## src/rtl/downsample_capture_ctrl_pkg.sv

```systemverilog
// Shared types and frame-geometry helpers for the downsampler capture controller.
package downsample_capture_ctrl_pkg;

  typedef enum logic [2:0] {
    ST_IDLE,
    ST_WAIT_SYNC,
    ST_CAPTURE,
    ST_FLUSH,
    ST_DONE
  } cap_state_e;

  localparam int PIX_PER_WORD = 4;
  localparam int DEF_COLS     = 400;
  localparam int DEF_ROWS     = 300;

  function automatic int frame_pixels(input int cols, input int rows);
    return cols * rows;
  endfunction

  function automatic int frame_words(input int cols, input int rows);
    return frame_pixels(cols, rows) / PIX_PER_WORD;
  endfunction

endpackage

```

## src/rtl/downsample_capture_ctrl_if.sv

```systemverilog
// Frame-buffer write port: one packed word and its address per req/ack handshake.
interface downsample_capture_ctrl_if #(
  parameter int ADDR_WIDTH = 16
) ();
  import downsample_capture_ctrl_pkg::*;

  logic                        mem_req;
  logic [ADDR_WIDTH-1:0]       mem_addr;
  logic [8*PIX_PER_WORD-1:0]   mem_wdata;
  logic                        mem_ack;

  modport master (output mem_req, output mem_addr, output mem_wdata, input mem_ack);
  modport slave  (input mem_req, input mem_addr, input mem_wdata, output mem_ack);

endinterface

```

## src/rtl/downsample_capture_ctrl_word_fifo.sv

```systemverilog
// Synchronous {addr, data} word FIFO; pointers carry a wrap bit to tell full from empty.
module capture_word_fifo #(
  parameter int DEPTH = 8,
  parameter int WIDTH = 48
) (
  input  logic             clock,
  input  logic             reset_n,
  input  logic             push,
  input  logic             pop,
  input  logic [WIDTH-1:0] din,
  output logic [WIDTH-1:0] dout,
  output logic             full,
  output logic             empty
);

  localparam int AW = $clog2(DEPTH);

  logic [WIDTH-1:0] store [DEPTH];
  logic [AW:0]      wr_ptr;
  logic [AW:0]      rd_ptr;

  // Storage is data only; validity is carried entirely by the pointers.
  always_ff @(posedge clock) begin
    if (push) store[wr_ptr[AW-1:0]] <= din;
  end

  always_ff @(posedge clock or negedge reset_n) begin
    if (!reset_n) begin
      wr_ptr <= '0;
      rd_ptr <= '0;
    end else begin
      if (push) wr_ptr <= wr_ptr + (AW+1)'(1);
      if (pop)  rd_ptr <= rd_ptr + (AW+1)'(1);
    end
  end

  assign dout  = store[rd_ptr[AW-1:0]];
  assign empty = (wr_ptr == rd_ptr);
  assign full  = (wr_ptr[AW] != rd_ptr[AW]) && (wr_ptr[AW-1:0] == rd_ptr[AW-1:0]);

endmodule

```

## src/rtl/downsample_capture_ctrl.sv

```systemverilog
// Arms on start, captures one frame after frame_sync, packs 4 pixels per word and
// drains the words to the frame buffer through a small FIFO.
module downsample_capture_ctrl
  import downsample_capture_ctrl_pkg::*;
#(
  parameter int COLS       = DEF_COLS,
  parameter int ROWS       = DEF_ROWS,
  parameter int FIFO_DEPTH = 8,
  parameter int ADDR_WIDTH = 16,
  parameter int BASE_ADDR  = 0
) (
  input  logic                      clock,
  input  logic                      reset_n,
  input  logic                      start,
  input  logic                      frame_sync,
  input  logic                      pix_valid,
  input  logic                      pix_blank,
  input  logic [7:0]                pix_data,
  downsample_capture_ctrl_if.master mem,
  output logic                      busy,
  output logic                      done,
  output logic                      overflow,
  output logic                      short_frame
);

  localparam int FRAME_PIXELS = frame_pixels(COLS, ROWS);
  localparam int CNT_W        = $clog2(FRAME_PIXELS + 1);
  localparam int ENTRY_W      = ADDR_WIDTH + 8 * PIX_PER_WORD;

  cap_state_e             state, state_nxt;
  logic [CNT_W-1:0]       pix_cnt;
  logic [ADDR_WIDTH-1:0]  word_idx;
  logic [ADDR_WIDTH-1:0]  word_addr;
  logic [23:0]            pack_p0;
  logic [1:0]             lane;
  logic                   accept;
  logic                   word_done;
  logic                   last_pix;
  logic                   short_hit;
  logic                   fifo_push, fifo_pop, fifo_full, fifo_empty, drop;
  logic [ENTRY_W-1:0]     fifo_din, fifo_dout;

  // A sync inside CAPTURE aborts the frame, so the pixel riding on it is not taken.
  assign accept    = (state == ST_CAPTURE) && pix_valid && !pix_blank && !frame_sync;
  assign lane      = pix_cnt[1:0];
  assign word_done = accept && (lane == 2'd3);
  assign last_pix  = accept && (pix_cnt == CNT_W'(FRAME_PIXELS - 1));
  assign short_hit = (state == ST_CAPTURE) && frame_sync;
  assign word_addr = ADDR_WIDTH'(BASE_ADDR) + word_idx;

  assign fifo_pop  = mem.mem_req && mem.mem_ack;
  assign fifo_push = word_done && (!fifo_full || fifo_pop);
  assign drop      = word_done && fifo_full && !fifo_pop;
  assign fifo_din  = {word_addr, pix_data, pack_p0};

  // ---- state register ----
  always_ff @(posedge clock or negedge reset_n) begin
    if (!reset_n) state <= ST_IDLE;
    else          state <= state_nxt;
  end

  // ---- next-state logic ----
  always_comb begin
    state_nxt = state;
    unique case (state)
      ST_IDLE:      if (start)                  state_nxt = ST_WAIT_SYNC;
      ST_WAIT_SYNC: if (frame_sync)             state_nxt = ST_CAPTURE;
      ST_CAPTURE:   if (short_hit || last_pix)  state_nxt = ST_FLUSH;
      ST_FLUSH:     if (fifo_empty)             state_nxt = ST_DONE;
      ST_DONE:                                  state_nxt = ST_IDLE;
      default:                                  state_nxt = ST_IDLE;
    endcase
  end

  // ---- outputs ----
  always_comb begin
    busy          = (state != ST_IDLE);
    done          = (state == ST_DONE);
    mem.mem_req   = !fifo_empty && (state != ST_IDLE);
    mem.mem_addr  = '0;
    mem.mem_wdata = '0;
    if (mem.mem_req) begin
      mem.mem_addr  = fifo_dout[ENTRY_W-1:32];
      mem.mem_wdata = fifo_dout[31:0];
    end
  end

  // ---- lane packing: lanes 0..2 are held, lane 3 goes straight into the FIFO ----
  always_ff @(posedge clock) begin
    if (accept && (lane != 2'd3)) pack_p0[{lane, 3'b000} +: 8] <= pix_data;
  end

  // ---- pixel/word counters; word_idx also advances for dropped words ----
  always_ff @(posedge clock or negedge reset_n) begin
    if (!reset_n) begin
      pix_cnt  <= '0;
      word_idx <= '0;
    end else if ((state == ST_WAIT_SYNC) && frame_sync) begin
      pix_cnt  <= '0;
      word_idx <= '0;
    end else if (accept) begin
      pix_cnt <= pix_cnt + CNT_W'(1);
      if (word_done) word_idx <= word_idx + ADDR_WIDTH'(1);
    end
  end

  // ---- sticky error flags, cleared on arm ----
  always_ff @(posedge clock or negedge reset_n) begin
    if (!reset_n) begin
      overflow    <= 1'b0;
      short_frame <= 1'b0;
    end else if ((state == ST_IDLE) && start) begin
      overflow    <= 1'b0;
      short_frame <= 1'b0;
    end else begin
      if (drop)      overflow    <= 1'b1;
      if (short_hit) short_frame <= 1'b1;
    end
  end

  capture_word_fifo #(
    .DEPTH (FIFO_DEPTH),
    .WIDTH (ENTRY_W)
  ) u_fifo (
    .clock   (clock),
    .reset_n (reset_n),
    .push    (fifo_push),
    .pop     (fifo_pop),
    .din     (fifo_din),
    .dout    (fifo_dout),
    .full    (fifo_full),
    .empty   (fifo_empty)
  );

endmodule
```

## src/flat_wrapper.sv

```systemverilog
// flat-port wrapper written by rule: the top's interface ports become plain ports
module downsample_capture_ctrl_flat import downsample_capture_ctrl_pkg::*;
#(
  parameter int COLS       = DEF_COLS,
  parameter int ROWS       = DEF_ROWS,
  parameter int FIFO_DEPTH = 8,
  parameter int ADDR_WIDTH = 16,
  parameter int BASE_ADDR  = 0
)
  (clock, reset_n, start, frame_sync, pix_valid, pix_blank, pix_data, busy, done, overflow, short_frame, mem_mem_req, mem_mem_addr, mem_mem_wdata, mem_mem_ack);
  downsample_capture_ctrl_if #(.ADDR_WIDTH(ADDR_WIDTH)) mem_i ();
  input  logic clock;
  input  logic reset_n;
  input  logic start;
  input  logic frame_sync;
  input  logic pix_valid;
  input  logic pix_blank;
  input  logic [7:0] pix_data;
  output logic busy;
  output logic done;
  output logic overflow;
  output logic short_frame;
  output wire logic [$bits(mem_i.mem_req)-1:0] mem_mem_req;
  output wire logic [$bits(mem_i.mem_addr)-1:0] mem_mem_addr;
  output wire logic [$bits(mem_i.mem_wdata)-1:0] mem_mem_wdata;
  input wire logic [$bits(mem_i.mem_ack)-1:0] mem_mem_ack;
  assign mem_mem_req = mem_i.mem_req;
  assign mem_mem_addr = mem_i.mem_addr;
  assign mem_mem_wdata = mem_i.mem_wdata;
  assign mem_i.mem_ack = mem_mem_ack;
  downsample_capture_ctrl #(.COLS(COLS), .ROWS(ROWS), .FIFO_DEPTH(FIFO_DEPTH), .ADDR_WIDTH(ADDR_WIDTH), .BASE_ADDR(BASE_ADDR)) u_core (.clock(clock), .reset_n(reset_n), .start(start), .frame_sync(frame_sync), .pix_valid(pix_valid), .pix_blank(pix_blank), .pix_data(pix_data), .mem(mem_i), .busy(busy), .done(done), .overflow(overflow), .short_frame(short_frame));
endmodule
```

## config.mk

```make
export PLATFORM = sky130hd
export DESIGN_NAME = downsample_capture_ctrl_flat
export DESIGN_NICKNAME = d
export VERILOG_FILES = /design/src/rtl/downsample_capture_ctrl_pkg.sv /design/src/rtl/downsample_capture_ctrl_if.sv /design/src/rtl/downsample_capture_ctrl_word_fifo.sv /design/src/rtl/downsample_capture_ctrl.sv /design/src/flat_wrapper.sv
export SDC_FILE = /design/constraint.sdc
export NUM_CORES = 1
export LEC_CHECK = 0
export BUFFER_PORTS_ARGS = -buffer_cell sky130_fd_sc_hd__buf_2
export CORE_MARGIN = 1
export CORE_UTILIZATION = 49
export CTS_CLUSTER_SIZE = 30
export DETAILED_ROUTE_END_ITERATION = 10
export PLACE_DENSITY = 0.68
export SLEW_MARGIN = 20
export SYNTH_ARGS = -nofsm -noshare
export SYNTH_HDL_FRONTEND = slang
export SYNTH_SLANG_ARGS = --single-unit
```

## constraint.sdc

```tcl
create_clock -name clock -period 20.7 [get_ports clock]
set_clock_uncertainty 0.05 [all_clocks]
set_input_delay 1.035 -clock clock [delete_from_list [all_inputs] [get_ports clock]]
set_output_delay 1.035 -clock clock [all_outputs]
set_load 0.05 [all_outputs]
```

* Yosys cells after proc, flatten, opt, wreduce, memory -nomap -nowiden
Memories as Yosys holds them, arrays and structs flattened.
Cells that the tools add are included.
** Storage, ports and cells
- Bits in registers :: 70
- Bits in latches :: 0
- Bits in writable memories :: 384
- Memory bits (read-only) :: 0
- Input bits :: 15
- Memories :: 1
** Memories
- u_core.u_fifo.store :: words 8, bits a word 48, read ports 1, clocked after memory_dff 0, wr ports 1, line downsample_capture_ctrl_word_fifo.sv:18 : logic [WIDTH-1:0] store [DEPTH];
** Operators by class
- Add/subtract/negate cells :: 5
- $mul :: 0
- Divide/modulo/power cells :: 0
- $lt $le $gt $ge :: 0
- Equality and inequality tests :: 14
- Shifts and indexed selects :: 2
- Mux-type cells :: 19
- Bitwise gates (word level) :: 0
- Reduce and logical (&&, ||, !) cells :: 30
** Operator list (number)
- $mux W16 :: 4
- $mux W17 :: 2
- $mux W32 :: 1
- $bwmux W24 :: 1
- $shift A8 B7 Y24 const A :: 1
- $shiftx A8 B7 Y24 :: 1
- $add A17 B1 Y17 const B :: 1
- $eq A17 B17 Y1 const B :: 1
- $add A16 B1 Y16 const B :: 1
- $logic_and A1 B1 Y1 :: 15
- $mux W3 :: 4
- $pmux W3 S4 :: 1
- $add A4 B1 Y4 const B :: 2
- $ne A2 B2 Y1 const B :: 4
- $reduce_bool A2 Y1 :: 4
- $neg A5 Y7 :: 1
- $eq A3 B2 Y1 const B :: 2
- $mux W1 :: 6
- $logic_not A1 Y1 :: 5
- $eq A4 B4 Y1 :: 1
- $reduce_and A4 Y1 :: 1
- $eq A3 B1 Y1 const B :: 1
- $eq A3 B3 Y1 :: 1
- $eq A3 B3 Y1 const B :: 1
- 7 further kinds :: 8

* Depth between registers and ports, before layout
- Word-level depth :: 9
- Gate-level depth with buffers :: 8
- Mapped depth without buffers :: 6

* By module
Synthesis repeated with hierarchy kept, for this count alone.
** Second synthesis, totals
- Cell total of the unflattened synthesis :: 938
- Area total of the unflattened synthesis :: 18187.4 µm²
** By module, submodules not included
- capture_word_fifo :: times used 1, cells each 599, area each 14824.2 µm², sequential area each 11731.3 µm²
- downsample_capture_ctrl :: times used 1, cells each 339, area each 3363.2 µm², sequential area each 1671.6 µm²

* Worst setup path after synthesis
Ideal clock, no wire load.
- Path type :: input to register
- Start :: in frame_sync
- End :: mem u_core.u_fifo.store[2][0], enable pin
- Library setup time :: 0.590 ns
- Arrival time :: 6.904 ns
- Path slack :: 13.156 ns
- Stages :: 6
- Path through :: nor4bb_1 -> buf_2 -> nand2_1 -> a21o_1 -> buf_2 -> nor4b_1
** On the way
- Cells in the longest elaborated chain, start to end :: 6
** RTL lines
- start: declaration :: line flat_wrapper.sv:15 : input logic frame_sync;
- $logic_not A1 Y1 :: line downsample_capture_ctrl.sv:44 : assign accept = (state == ST_CAPTURE) && pix_valid && !pix_blank && !frame_sync;
- $logic_and A1 B1 Y1 :: line downsample_capture_ctrl.sv:44
- $logic_and A1 B1 Y1 :: line downsample_capture_ctrl.sv:46 : assign word_done = accept && (lane == 2'd3);
- $logic_and A1 B1 Y1 :: line downsample_capture_ctrl.sv:52 : assign fifo_push = word_done && (!fifo_full || fifo_pop);
- $mux W1 :: line downsample_capture_ctrl_word_fifo.sv:24 : if (push) store[wr_ptr[AW-1:0]] <= din;
- $mux W1 (implied by the code) :: line downsample_capture_ctrl_word_fifo.sv:24
- end: declaration :: line downsample_capture_ctrl_word_fifo.sv:18
No other way between the ends.

* Worst setup path after layout
- Start :: reg u_core.u_fifo.rd_ptr[0]
- End :: out mem_mem_wdata[5]
** On the way
- Cells in the longest elaborated chain, start to end :: 4
- Elaborated cells on any way between the ends :: 5
- Those cells by class :: eq/ne (1); mux (1); reduce/logical (2); memory (1)
** RTL lines
- start: declaration :: line downsample_capture_ctrl_word_fifo.sv:20 : logic [AW:0] rd_ptr;
- start signal: assignment :: line downsample_capture_ctrl_word_fifo.sv:33 : if (pop) rd_ptr <= rd_ptr + (AW+1)'(1);
- branches (longest 3 deep; another with $mem_v2 Z8 W48)
- $mux W32 (*) :: line downsample_capture_ctrl.sv:82 : if (mem.mem_req) begin
- end: declaration :: line flat_wrapper.sv:25 : output wire logic [$bits(mem_i.mem_wdata)-1:0] mem_mem_wdata;
Mark *: on every way between the ends.

==> results.ini <==
[status]
status=completed

[logic_synthesis]
muxShareOfSynthArea_pct=14.83
synth_edf_count=408
synth.area.top_cells=edfxtp_1 (68%), mux4_2 (12%), dfrtp_1 (6.4%)
ys_ff_latch=454
seq_area_frac_synth_pct=74.28
async_flop_share_pct=10.13
synth_top_area_share_pct=67.90
yosys.area_share.adder_pct=0.5547
syn_inst=947
ys.flop_type=edfxtp_1
synthSimpleGateAreaFrac_pct=6.144
synth_top_area_cell=edfxtp_1
yosys_warnings=0
synth_cell_types=47
yosys.area_share.xor_xnor_pct=0.9708
syn_area_sq_mm=0.01804
synth_compound_area_share_pct=1.845
synth_top_family_by_area=multiplexers
syn_avg_cell_area_sq_um=19.05
synth_nets=970

[final_layout]
fillCellCount=2679
multi_input_area_sq_mm=0.004501
antenna_cells=0
area_delta_synth_final_pct=13.51
regArea_sq_mm=0.01341
final_nets=1057
final_cell_mix=edfxtp_1 (408), mux4_2 (96), nor2_1 (67)
final_common_cell=edfxtp_1
drive_gt1_share_pct=25.68

[sta]
min_period_ns=4.381
final_hold_viol_count=0
worst_slew_pin_slew_ns=0.9902
finalCritPeriodShare_pct=21.16
fin_tns_setup_ns=0
rsz0062_at_grt=false
setup_slack_ns=16.32
finalSetupViolations=0
fmax_ghz=0.2283
finalMaxSlewViolations=0
maxSlewHeadroom_pct=33.98

[floorplanning]
die_area_sq_mm=0.03760
die_w_um=193.9
coreArea_sq_mm=0.03591
initial_core_util_pct=50.24
io_pins=68
die_y_um=193.9
fp-row-count=69

[global_routing]
grt_max_degree=58
grt_pass1_wl_um=54760
grt_pass1_vias=9299
grt_overflow=0
antenna_found_initial=0
grt_use_total_pct=19.18

[drt]
ant_nets=0
drt_wl_total_um=35280
post_drt_wl_per_cell_um=23.15
first_pass_iters=5
drcViolationCount=0
via_per_inst=5.884
vias=8967
first_iter_violations=689

[worst_setup_path]
timing.rr.end=u_core.u_fifo.store[0][46]
critical_path_required_ns=19.62
path_class=flop to output port
path_max_fanout=50
worst_setup_path_start_kind=flop
rr_worst_depth=6
r2r_slack_ns=16.66
worstPathArrival_ns=3.30
cp-end-kind=output port
r2r-start=u_core.pix_cnt[0]

[power]
peakVddDrop_v=0.00008866
power.switching_mw=0.9870
internal_power_mw=1.785
p_sw_share_pct=35.60
p_comb_share_pct=33.2
power.share.sequential_pct=38.2
p_leak_nw=6.930
pwr-share-clk_pct=28.6
power.density_mw_per_mm2=135.4

[cts]
postCtsSetupRepairBufs=0
clk_pin_slew_ns=0.06
cts_tree=yes
cts_buffers=44
post_cts_resize_count=0
cts_hold_buf=0
clock-sinks=454
clk_path_buf_depth=3
clock_latency_ns=0.55
cts_root_buf=clkbuf_16
htree_levels=2

[worst_hold_path]
whs_path_depth=1
hp-start=u_core.u_fifo.wr_ptr[3]
min_path_type=flop to flop
holdPathEnd=u_core.u_fifo.wr_ptr[3]

[placed_design]
gp_congestion=0.7639
post-dp-hpwl_um=19460
dpl_worst_slack_ns=16.25
port_buffers=67

[run]
cap_violations=0

-- power by group through the flow --
stage | clock network (mW) | logic [mW] | registers [mW]
after global routing | 0.842 | 0.978 | 1.06
after floorplan | 0 | 0.765 | 1.03
after global placement | 0 | 0.905 | 1.10
after detailed placement | 0 | 0.909 | 1.10
after CTS | 0.807 | 0.911 | 1.08
final | 0.793 | 0.920 | 1.06
-- cells by family after synthesis --
family                     after synthesis
and+or+nand+nor                        204
muxes                                  147
xor gates and xnor gates                20
AOI/OAI and AO/OA                       56
adders and majority gates                8
DFF                                    454
buffers and inverters                   58
-- sequential cells by signal (all words and copies together), names as in the netlist --
signal / count
u_core.state: 3
u_core.u_fifo.wr_ptr: 4
u_core.u_fifo.rd_ptr: 4
u_core.pix_cnt: 17
u_core.u_fifo.store: 384
u_core.pack_p0: 24
u_core.short_frame: 1
u_core.word_idx: 16
u_core.overflow: 1
-- worst max-delay path, stage by stage (launching register included) --
cell,delay [ns]
dfrtp_4,0.70
buf_4,0.85
mux4_2,0.61
mux2i_1,0.21
nor2_1,0.11
buf_2,0.26
-- cells in the mapped netlist (all sizes together), types with 12 or more instances --
cell	n
mux2i	49
or3	14
mux4	96
buf	23
nor2	67
dfrtp	46
nand4	12
a21oi	25
and2	24
o21ai	14
nand3	15
nand2	20
clkbuf	26
or4	12
edfxtp	408
-- worst max path at each step --
stage                                     end  depth (start not counted)  slack (ns)               startpoint
floorplan           u_core.u_fifo.store[2][0]                          6       13.16               frame_sync
global placement              mem_mem_addr[7]                          5       16.28  u_core.u_fifo.rd_ptr[0]
detailed placement           mem_mem_wdata[5]                          5       16.25  u_core.u_fifo.rd_ptr[0]
CTS                          mem_mem_wdata[5]                          5       15.66  u_core.u_fifo.rd_ptr[0]
global route                 mem_mem_wdata[0]                          5       16.06  u_core.u_fifo.rd_ptr[0]
finish                       mem_mem_wdata[5]                          5       16.32  u_core.u_fifo.rd_ptr[0]
-- metrics by stage --
stage | total power [mW] | utilization [%] | std cells | area (sq um) | hold slack, ns
6_report | 2.772 | 57.03 | 1524 | 20480 | 0.4388
4_1_cts | 2.796 | 56.92 | 1523 | 20440 | 0.4431
5_1_grt | 2.882 | 57.03 | 1524 | 20480 | 0.4684
3_5_place_dp | 2.007 | 52.95 | 1448 | 19020 | 0.4315
2_1_floorplan | 1.793 | - | 947 | 18040 | 0.4104
3_3_place_gp | 2.002 | 52.94 | 1448 | 19010 | 0.4274
-- layer usage --
layer | global-route usage [%] | vias to the layer above | routed length [um]
met1 | 27.24 | 4707 | 15690
met2 | 31.22 | 229 | 17270
li1 | - | 3976 | -
met4 | 5.320 | 0 | 642
met5 | 0 | - | 0
met3 | 2.905 | 55 | 1672
-- cell type report --
| cell class | instances | share of cell area [%] |
|---|---|---|
| Sequential cell | 454 | 65.50 |
| Inverter | 9 | 0.1649 |
| Tap cell | 461 | 2.816 |
| Clock inverter | 20 | 1.130 |
| Multi-Input combinational cell | 435 | 21.97 |
| Timing Repair Buffer | 90 | 2.590 |
| Clock buffer | 55 | 5.828 |
(Power assumes the default switching activity.)
